File: src/rtl/bullet_frame_scheduler.sv
// Bullet frame scheduler: once per video frame, during vertical blank, it
// walks the bullet engine through its clean, insert and move passes. It also
// collects fire presses from the shooters and, each frame, inserts the bullet
// of at most one of them, chosen round-robin.
module bullet_frame_scheduler #(
    parameter int NUM_SHOOTERS = 2,
    parameter int V_ACTIVE     = 600,
    parameter int WATCHDOG     = 4096
) (
    input  logic                    clock,
    input  logic                    reset,
    input  logic [10:0]             display_row,
    input  logic [11:0]             display_col,
    input  logic [NUM_SHOOTERS-1:0] fire_req,
    input  logic                    engine_done,
    output logic                    calc,
    output logic [1:0]              phase,
    output logic                    phase_start,
    output logic [NUM_SHOOTERS-1:0] grant,
    output logic                    fire_accept,
    output logic                    overrun,
    output logic [7:0]              frame_count
);

    localparam int IDX_W = (NUM_SHOOTERS > 1) ? $clog2(NUM_SHOOTERS) : 1;
    localparam int WD_W  = $clog2(WATCHDOG + 1);

    localparam logic [10:0]      BLANK_ROW = 11'(V_ACTIVE);
    localparam logic [WD_W-1:0]  WD_LAST   = WD_W'(WATCHDOG - 1);
    localparam logic [IDX_W-1:0] LAST_IDX  = IDX_W'(NUM_SHOOTERS - 1);

    localparam logic [1:0] PH_CLEAN  = 2'd0;
    localparam logic [1:0] PH_INSERT = 2'd1;
    localparam logic [1:0] PH_MOVE   = 2'd2;
    localparam logic [1:0] PH_IDLE   = 2'd3;

    typedef enum logic [2:0] {IDLE, CLEAN, INSERT, MOVE, FINISH} state_t;

    state_t                  state;
    logic [NUM_SHOOTERS-1:0] fire_prev;
    logic [NUM_SHOOTERS-1:0] pending;
    logic [NUM_SHOOTERS-1:0] fire_rise;
    logic [NUM_SHOOTERS-1:0] clear_mask;
    logic [NUM_SHOOTERS-1:0] pick_onehot;
    logic [IDX_W-1:0]        pointer;
    logic [IDX_W-1:0]        grant_idx;
    logic [IDX_W-1:0]        pick_idx;
    logic [IDX_W-1:0]        upper_idx;
    logic [IDX_W-1:0]        lower_idx;
    logic [IDX_W-1:0]        next_pointer;
    logic                    upper_found;
    logic                    lower_found;
    logic [WD_W-1:0]         wd_count;
    logic                    in_phase;
    logic                    blank_start;
    logic                    row_abort;
    logic                    wd_abort;
    logic                    accept_now;

    assign fire_rise    = fire_req & ~fire_prev;
    assign in_phase     = (state == CLEAN) || (state == INSERT) || (state == MOVE);
    assign blank_start  = (display_row == BLANK_ROW) && (display_col == '0);
    assign row_abort    = in_phase && (display_row == '0);
    assign wd_abort     = in_phase && !engine_done && (wd_count == WD_LAST);
    assign accept_now   = (state == INSERT) && engine_done && !row_abort;
    assign clear_mask   = accept_now ? grant : '0;
    assign next_pointer = (grant_idx == LAST_IDX) ? '0 : grant_idx + 1'b1;

    // Round-robin pick: the first pending shooter at or above the pointer,
    // otherwise wrap around to the lowest pending shooter.
    always_comb begin
        upper_found = 1'b0;
        lower_found = 1'b0;
        upper_idx   = '0;
        lower_idx   = '0;
        for (int j = 0; j < NUM_SHOOTERS; j++) begin
            if (pending[j]) begin
                if (!lower_found) begin
                    lower_found = 1'b1;
                    lower_idx   = IDX_W'(j);
                end
                if (!upper_found && (IDX_W'(j) >= pointer)) begin
                    upper_found = 1'b1;
                    upper_idx   = IDX_W'(j);
                end
            end
        end
        pick_idx = upper_found ? upper_idx : lower_idx;
        for (int j = 0; j < NUM_SHOOTERS; j++) begin
            pick_onehot[j] = (IDX_W'(j) == pick_idx);
        end
    end

    // Fire capture: a rising edge latches a pending request. When the same
    // edge arrives in the cycle the grant clears that shooter's bit, the new
    // press wins, so a quick re-fire is never lost.
    always_ff @(posedge clock or negedge reset) begin
        if (!reset) begin
            fire_prev <= '0;
            pending   <= '0;
        end else begin
            fire_prev <= fire_req;
            pending   <= (pending & ~clear_mask) | fire_rise;
        end
    end

    // Frame sequencer: the blank start opens the update window, each
    // engine_done advances one pass, and the next active area closes it.
    // A stalled pass or a window overlapping the active area aborts to IDLE.
    always_ff @(posedge clock or negedge reset) begin
        if (!reset) begin
            state       <= IDLE;
            calc        <= 1'b0;
            phase       <= PH_IDLE;
            phase_start <= 1'b0;
            grant       <= '0;
            grant_idx   <= '0;
            fire_accept <= 1'b0;
            overrun     <= 1'b0;
            frame_count <= 8'd0;
            pointer     <= '0;
            wd_count    <= '0;
        end else begin
            phase_start <= 1'b0;
            fire_accept <= 1'b0;
            if (in_phase) begin
                wd_count <= wd_count + 1'b1;
            end
            if (row_abort || wd_abort) begin
                state   <= IDLE;
                overrun <= 1'b1;
                grant   <= '0;
                calc    <= 1'b0;
                phase   <= PH_IDLE;
            end else begin
                case (state)
                    IDLE: begin
                        if (blank_start) begin
                            state       <= CLEAN;
                            calc        <= 1'b1;
                            phase       <= PH_CLEAN;
                            phase_start <= 1'b1;
                            wd_count    <= '0;
                        end
                    end
                    CLEAN: begin
                        if (engine_done) begin
                            phase_start <= 1'b1;
                            wd_count    <= '0;
                            if (lower_found) begin
                                state     <= INSERT;
                                phase     <= PH_INSERT;
                                grant     <= pick_onehot;
                                grant_idx <= pick_idx;
                            end else begin
                                state <= MOVE;
                                phase <= PH_MOVE;
                            end
                        end
                    end
                    INSERT: begin
                        if (engine_done) begin
                            state       <= MOVE;
                            phase       <= PH_MOVE;
                            phase_start <= 1'b1;
                            wd_count    <= '0;
                            fire_accept <= 1'b1;
                            pointer     <= next_pointer;
                            grant       <= '0;
                        end
                    end
                    MOVE: begin
                        if (engine_done) begin
                            state       <= FINISH;
                            phase       <= PH_IDLE;
                            frame_count <= frame_count + 8'd1;
                        end
                    end
                    FINISH: begin
                        if (display_row == '0) begin
                            state <= IDLE;
                            calc  <= 1'b0;
                        end
                    end
                    default: begin
                        state <= IDLE;
                        calc  <= 1'b0;
                        phase <= PH_IDLE;
                    end
                endcase
            end
        end
    end

endmodule

File: config.mk
export PLATFORM = sky130hd
export DESIGN_NAME = bullet_frame_scheduler
export DESIGN_NICKNAME = d
export VERILOG_FILES = /design/src/rtl/bullet_frame_scheduler.sv
export SDC_FILE = /design/constraint.sdc
export NUM_CORES = 1
export LEC_CHECK = 0
export ABC_AREA = 1
export BUFFER_PORTS_ARGS = -buffer_cell sky130_fd_sc_hd__clkbuf_2
export CAP_MARGIN = 10
export CORE_MARGIN = 2
export CORE_UTILIZATION = 55
export CTS_CLUSTER_SIZE = 30
export DETAILED_ROUTE_END_ITERATION = 10
export PLACE_DENSITY = 0.77
export SYNTH_ARGS = -nofsm -noshare
export SYNTH_HDL_FRONTEND = slang
export SYNTH_SLANG_ARGS = --single-unit
File: constraint.sdc
create_clock -name clock -period 2.4 [get_ports clock]
set_clock_uncertainty 0.05 [all_clocks]
set_input_delay 0.6 -clock clock [delete_from_list [all_inputs] [get_ports clock]]
set_output_delay 0.6 -clock clock [all_outputs]
set_load 0.1 [all_outputs]
After elaboration in Yosys (flattened, before gate mapping):

Cells that the tools add are included.

* register bits after elaboration: 38
* logic and storage cells: 113

* add/sub/neg operators: 3
* $lt $le $gt $ge: 2
* equality and inequality tests: 14
* muxes and demuxes: 48
* bitwise logic cells: 7
* reductions and logical operators: 26

Operators with widths (count)
* 13-bit 2-to-1 mux: 4
* 13-bit case mux with 2 select lines: 1
* 2-bit 2-to-1 mux: 11
* 1-bit 2-to-1 mux: 21
* 3-bit 2-to-1 mux: 6
* 3-bit case mux with 5 select lines: 1
* 13-bit by 1-bit adder with 13-bit output (second input constant): 1
* 13-bit by 12-bit == test with 1-bit output (second input constant): 1
* 12-bit zero test: 1
* 3-bit by 2-bit != test with 1-bit output (second input constant): 4
* 11-bit by 10-bit == test with 1-bit output (second input constant): 1
* 11-bit zero test: 1
* 2-bit case mux with 5 select lines: 1
* 5-bit AND reduction: 2
* 3-bit AND reduction: 3
* 8-bit by 1-bit adder with 8-bit output (second input constant): 1
* 4-bit AND reduction: 2
* 1-bit logical AND: 7
* 3-bit by 2-bit == test with 1-bit output (second input constant): 2
* 3-bit != test (second input constant): 2
* 2-bit bitwise AND: 2
* 2-bit NOT: 2
* 2-bit case mux with 2 select lines: 1
* 3-bit by 1-bit == test with 1-bit output (second input constant): 1
* 15 further kinds: 21

Depth between registers and ports, before layout:

Gate-level depths: netlist of the first run.

* depth in word-level cells: 13
* depth in mapped cells: 10

Worst setup path before layout of the first run:

No wires, ideal clock.

* path kind: register -> register
* start: reg frame_count[0]
* end: reg frame_count[6]
* setup time: 0.129 ns
* arrival: 1.659 ns
* data required time: 2.221 ns
* setup slack: 0.561 ns
* cell stages (with the launch flop): 6
* path buffers: 0
* period minus slack after synthesis: 1.839 ns
* cells stage by stage: dfrtp_1 > ha_1 > nand4_1 > xnor2_1 > inv_1 > o21ai_0

* cells in the longest elaborated chain, start to end: 1

Ends and longest elaborated chain
* from (decl): line 22 `output logic [7:0] frame_count`
* from (signal assigned): line 176 `frame_count <= frame_count + 8'd1;`
* 8-bit by 1-bit adder with 8-bit output: line 176

Every way passes these cells.
A chain may end at the register's enable or synchronous reset.

Final worst setup path of the first run:

* start: reg phase[0]
* end: out phase[0]

RTL lines
* from (decl): line 17 `output logic [1:0] phase,`
* from (signal assigned): line 114 `phase <= PH_IDLE;`
* from (signal assigned): line 134 `phase <= PH_IDLE;`
* from (signal assigned): line 141 `phase <= PH_CLEAN;`

No word-level cell between the ends.

==> impl_results.md, run 1 <==
* Post-CTS Hold Buffers at 0
* Initial antenna violation count at 0
* Die ar. at 4280 um2
* Area contributors post-synth: dfrtp_1 43%, nand2_1 10%, nor2_1 9.8%, inv_1 6.3%, xor2_1 4.2%
* Pwr/cell area at 1160 nW/um2
* IO Port Bufs at 43
* Min cycle time layout at 1.92 ns
* Initial Utilization at 57.1%
* Core area at 3630 um2
* Buf/Inv on CP at 1
* Ports at 44
* Slew Limit Fails at 0
* Post-Route WL at 3900 um
* Worst setup EP type: output pin
* Leakage at 1.29 nW
* Layout cells sized above 1 at 21.5%
* GRT met3 Usage at 5.82%
* FF-to-FF path depth at 6
* CTS tree: yes
* Vias/cell at 4.85
* P_int at 1.46 mW
* Die height at 65.4 um
* Worst setup path endpoint: phase[0]
* Switch Pwr at 1.36 mW
* Layout area overhead at 17.6%
* Later-pin clock latency in the skew report at 0.29 ns
* Worst path top cell family by delay: flip-flops
* Worst-path fanout max at 2
* Syn_area_per_cell at 7.75 um2
* Most common cell after layout, fill and taps aside: nand2_1
* Worst Path Required at 1.75 ns
* Yosys warnings at 0
* Critical path arrival at 1.27 ns
* #FFs+latches synth at 38
* Cell breakdown of the critical path: clkbuf_2
* Antenna diodes at 0
* First-iteration detailed-routing DRC count at 73
* Pwr Total at 2.82 mW
* Mapped cell area at 2080 um2
* Post-CTS setup buffers at 0
* R2R Path Start: state[0]
* Seq/Total Area, Yosys at 45.9%
* Crit. Startpoint: phase[0]
* Part of the power in combinational logic at 47.0%
* CTS Buf Count at 5
* Min-Delay Path Class: in -> async
* Hpwl dp at 2970 um
* Final hold viol count at 0
* CTS max path bufs at 2
* Root Buffer: clkbuf_8
* Slowest stage delay, CP at 0.53 ns
* Max VDD drop at 679 uV
* Leading area contributor after synthesis: dfrtp_1
* Final period util at 79.8%
* Setup Viol. Count Final at 0
* Max-cap viol count at 0
* RSZ-0062 raised after global routing: no
* Gr usage total at 20.7%
* Nets@finish at 346
* Post-Syn Nets at 298
* Die width at 65.4 um
* First-pass GRT wire length at 6730 um
* Status: complete, no violations
* CP max stage cell: dfstp_2
* Commonest non-fill, non-tap cells in the layout: 56 x nand2_1, 54 x nor2_1, 43 x clkbuf_2, 36 x dfrtp_1, 35 x inv_1
* Worst Max-Slew Pin Slew at 0.606 ns
* Clock power share at 19.4%
* WS Path Type: reg -> out
* DRC viols at 0
* CTS sink count at 38
* Post-CTS resize count at 0
* Top-area cell type share of the netlist area at 43.4%
* WL/cell at 10.7 um
* Detailed-route via count at 1766
* Drt first pass iters at 4
* Cell Rows at 22
* Clock transition at path regs at 0.08 ns
* Net Sw Frac at 48.2%
* Met2 usage at 34.8%
* Slew HR at 59.6%
* Worst R2R Setup Slack at 0.60 ns
* Crit path depth at 1
* H-tree depth at 2
* ANT nets after route at 0
* Grt peak-use layer: met2
* Met1 Use GR at 24.6%
* Routability cong. at 0.844
* Setup TNS Final at 0 ns
* Pin count of the biggest net entering global routing at 39
* Overflow after GRT at 0
* Sequential Power Share at 33.6%
* Cells after Synth at 268
* Startpoint class of the critical path: flop
* R2R Path End: frame_count[3]
* Count of cell types in the netlist at 31
* Vias in the first global route at 1655
* FMAX at 522 MHz
==> stage by stage <==
step	util (%)	area, um2	std cells	hold WS [ns]	worst slack [ns]
after global placement	64.1	2330	357	0.353	0.409
final	67.2	2440	364	0.287	0.484
after CTS	67.2	2440	364	0.307	0.469
after detailed placement	64.1	2330	357	0.373	0.346
after global routing	67.2	2440	364	0.325	0.440
after floorplan	-	2080	268	0.254	0.561
==> flip-flops by register name, summed over array words and instances, names as in the netlist <==
register	flops
pending	2
grant_idx	1
fire_accept	1
grant	2
pointer	1
wd_count	13
fire_prev	2
phase	2
frame_count	8
phase_start	1
calc	1
overrun	1
state	3
==> final cells by class <==
class                   count  area (um2)
fillers                   351        1190
flip-flops and latches     38         953
multi-input cells         189         946
repair buffers             45         230
inverters                  37         139
clock buffers               6        82.6
well taps                  48        60.1
clock inverters             1        30.0
==> synth_stat cells (all sizes together) <==
library cell	instances
nor2	60
nand2	56
inv	37
dfrtp	36
nand3	16
o21ai	15
xor2	10
nand4	7
xnor2	6
nor3	4
buf	3
a21oi	2
dfstp	2
ha	2
nor3b	2
or2	2
a211oi	1
a31oi	1
clkbuf	1
nand3b	1
nor4	1
o211ai	1
o21bai	1
o22ai	1
==> worst min path at each step <==
stage | start | endpoint | slack, ns | depth (start not counted)
2_1_floorplan | reset | calc | 0.25 | 0
3_3_place_gp | fire_prev[1] | pending[1] | 0.35 | 1
3_5_place_dp | fire_prev[1] | pending[1] | 0.37 | 1
4_1_cts | reset | frame_count[4] | 0.31 | 2
5_1_grt | reset | frame_count[5] | 0.32 | 2
6_report | reset | frame_count[5] | 0.29 | 2
==> metal layers <==
layer / vias up / part of all wire [%]
met3: 7 / 4.4
met1: 786 / 45
met5: - / 0
met4: 0 / 1.8
li1: 936 / -
met2: 37 / 48
==> power groups by stage <==
stage | clock network, mW | logic (mW) | registers (mW)
after floorplan | 0 | 0.598 | 1.47
after global routing | 0.593 | 1.45 | 0.971
final | 0.547 | 1.33 | 0.948
after detailed placement | 0 | 1.33 | 0.958
after CTS | 0.566 | 1.33 | 0.947
after global placement | 0 | 1.31 | 0.954
==> cell families (layout without fill, tap and decap cells) <==
kind of cell               after synthesis  after routing  synth area share [%]
DFF                                     38             38                  45.9
adders and majority gates                2              2                  1.21
and+or+nand+nor                        149            149                  31.6
AOI/OAI and AO/OA                       22             22                  5.97
buffers and inverters                   41             89                  8.50
xor gates and xnor gates                16             16                  6.75
Note: power is estimated with default switching activity, not from simulation.
==> run 2, diff against run 1 <==
CORE_UTILIZATION = 54   (was 55)
PLACE_DENSITY = 0.76   (was 0.77)
clock period = 1.95 ns   (was 2.4 ns; I/O delays follow)
==> run 2 against run 1 <==
  * Non-clock buffer count grew 5
  * Sequential power is 23% higher
  * Power increased by 19%
  * First-iteration DRC count increased by 150%
  * Final cell count is 1.4% higher
  * Die area rose by 1.7%
  * Worst setup slack worse by 0.35 ns
  * Cell area grew 0.15%
  * Register-to-register slack got worse by 0.37 ns
  * Wire length grew 2.7%
  * Core utilization shrank 0.90 points
  * Combinational power grew 26%
  * Largest power group unchanged
==> impl_results.md, run 2 (same netlist as run 1, synthesis figures left out) <==
* Status: complete, no violations
* Worst setup EP type: output pin
* RSZ-0062 raised after global routing: no
* Nets@finish at 351 (+1.4%)
* DRC viols at 0 (unchanged)
* CTS max path bufs at 2 (unchanged)
* WL/cell at 10.8 um (+1.3%)
* Final hold viol count at 0 (unchanged)
* CTS Buf Count at 5 (unchanged)
* WS Path Type: reg -> out
* Vias/cell at 4.96 (+2.3%)
* Min cycle time layout at 1.82 ns
* Core area at 3690 um2 (+1.5%)
* Later-pin clock latency in the skew report at 0.30 ns (about the same)
* Post-CTS Hold Buffers at 0 (unchanged)
* Buf/Inv on CP at 1 (unchanged)
* Vias in the first global route at 1859 (+12%)
* Worst-path fanout max at 2 (unchanged)
* Post-CTS setup buffers at 0 (unchanged)
* Slowest stage delay, CP at 0.54 ns (about the same)
* Worst Path Required at 1.41 ns (-0.34 ns)
* Commonest non-fill, non-tap cells in the layout: 56 x nand2_1, 54 x nor2_1, 43 x clkbuf_2, 36 x dfrtp_1, 35 x inv_1
* Slew HR at 64.0% (+4.4 points)
* FMAX at 549 MHz
* Ports at 44 (unchanged)
* Area after DPL at 2370 um2 (+1.6%)
* Die height at 66 um (+0.86%)
* CTS tree: yes
* Sequential Power Share at 34.9% (+1.3 points)
* Slew Limit Fails at 0 (unchanged)
* Hpwl dp at 3090 um (+4.2%)
* Clock power share at 15.4% (-4.0 points)
* Detailed-route via count at 1831 (+3.7%)
* Max VDD drop at 732 uV (+7.8%)
* Regs by FF count: wd_count x13, frame_count x8, state x3
* P_int at 1.66 mW (+14%)
* CP max stage cell: dfstp_2
* Setup TNS Final at 0 ns (unchanged)
* Leakage at 1.29 nW (+0.76%)
* Worst path top cell family by delay: flip-flops
* Clock transition at path regs at 0.07 ns (about the same)
* Cell Rows at 22 (unchanged)
* Post-Route WL at 4000 um (+2.7%)
* Most common cell after layout, fill and taps aside: nand2_1
* Antenna diodes at 0 (unchanged)
* Critical path arrival at 1.28 ns (about the same)
* Part of the power in combinational logic at 49.8% (+2.8 points)
* Layout area overhead at 17.8%
* Layout cells sized above 1 at 22.7% (+1.2 points)
* Gr usage total at 22.4% (+1.7 points)
* ANT nets after route at 0 (unchanged)
* Setup Viol. Count Final at 0 (unchanged)
* Largest register FFs at 13 (unchanged)
* H-tree depth at 2 (unchanged)
* Max-cap viol count at 0 (unchanged)
* IO Port Bufs at 43 (unchanged)
* Die ar. at 4360 um2 (+1.7%)
* Pwr/cell area at 1370 nW/um2 (+19%)
* Startpoint class of the critical path: flop
* Drt first pass iters at 4 (unchanged)
* Biggest register: wd_count
* Min-Delay Path Class: in -> async
* Routability cong. at 0.840 (-0.45%)
* Overflow after GRT at 0 (unchanged)
* Cell breakdown of the critical path: clkbuf_2
* CTS sink count at 38 (unchanged)
* First-iteration detailed-routing DRC count at 182 (+150%)
* Root Buffer: clkbuf_8
* Initial antenna violation count at 0 (unchanged)
* Initial Utilization at 56.3% (-0.85 points)
* Final period util at 93.4%
* Switch Pwr at 1.69 mW (+24%)
* Pin count of the biggest net entering global routing at 39 (unchanged)
* Finished Cell Area at 2440 um2 (+0.15%)
* Worst Max-Slew Pin Slew at 0.542 ns (-0.0638 ns)
* Net Sw Frac at 50.5% (+2.3 points)
* Post-CTS resize count at 0 (unchanged)
* First-pass GRT wire length at 7500 um (+11%)
* Die width at 66 um (+0.86%)
## run 2: changes by cell type in the layout (fill, tap and decap cells not counted), sizes merged
cell    previous run  this run
clkbuf            49        48
bufinv             1         0
clkinv             0         2
buf                2         7
## run 2: power groups by stage
stage | logic, mW | registers, mW | clock network (mW)
2_1_floorplan | 0.736 | 1.81 | 0
3_3_place_gp | 1.65 | 1.18 | 0
3_5_place_dp | 1.67 | 1.19 | 0
4_1_cts | 1.68 | 1.17 | 0.518
5_1_grt | 1.85 | 1.20 | 0.562
6_report | 1.67 | 1.17 | 0.514
## run 2: through the flow
stage / util (%) / cells / hold slack (ns) / total power [mW] / setup slack (ns)
floorplan: - / 268 / 0.142 / 2.54 / 0.111
global placement: 64.1 / 362 / 0.354 / 2.83 / 0.187
detailed placement: 64.1 / 362 / 0.370 / 2.86 / 0.161
CTS: 66.3 / 369 / 0.199 / 3.37 / 0.125
global route: 66.3 / 369 / 0.226 / 3.61 / 0.0464
finish: 66.3 / 369 / 0.169 / 3.35 / 0.129
## run 2: path summary, 6_finish.rpt
check	start	end	slack, ns	depth (start not counted)
worst max-delay path	phase[1]	phase[1]	0.13	1
worst min register to register	fire_prev[1]	pending[1]	0.38	1
worst min-delay path	reset	wd_count[6]	0.17	2
max in group asynchronous	reset	phase[1]	1.33	2
worst max register to register	wd_count[0]	state[0]	0.23	10
min in group clock	fire_req[1]	fire_prev[1]	0.26	1
## run 2: metal layers
metal | global-route usage, % | part of all wire, % | vias up
met1 | 28.2 | 44 | 827
li1 | - | - | 945
met5 | 0 | 0 | -
met4 | 12.0 | 2.0 | 0
met3 | 5.11 | 5.8 | 10
met2 | 35.7 | 48 | 49
## run 2: cell type report
class	instances	area, um2
Clock buffer	5	68.8
Clock inverter	2	10.0
Sequential cell	38	953
Multi-Input combinational cell	189	946
Fill cell	336	1240
Timing Repair Buffer	50	268
Inverter	37	139
Tap cell	48	60.1
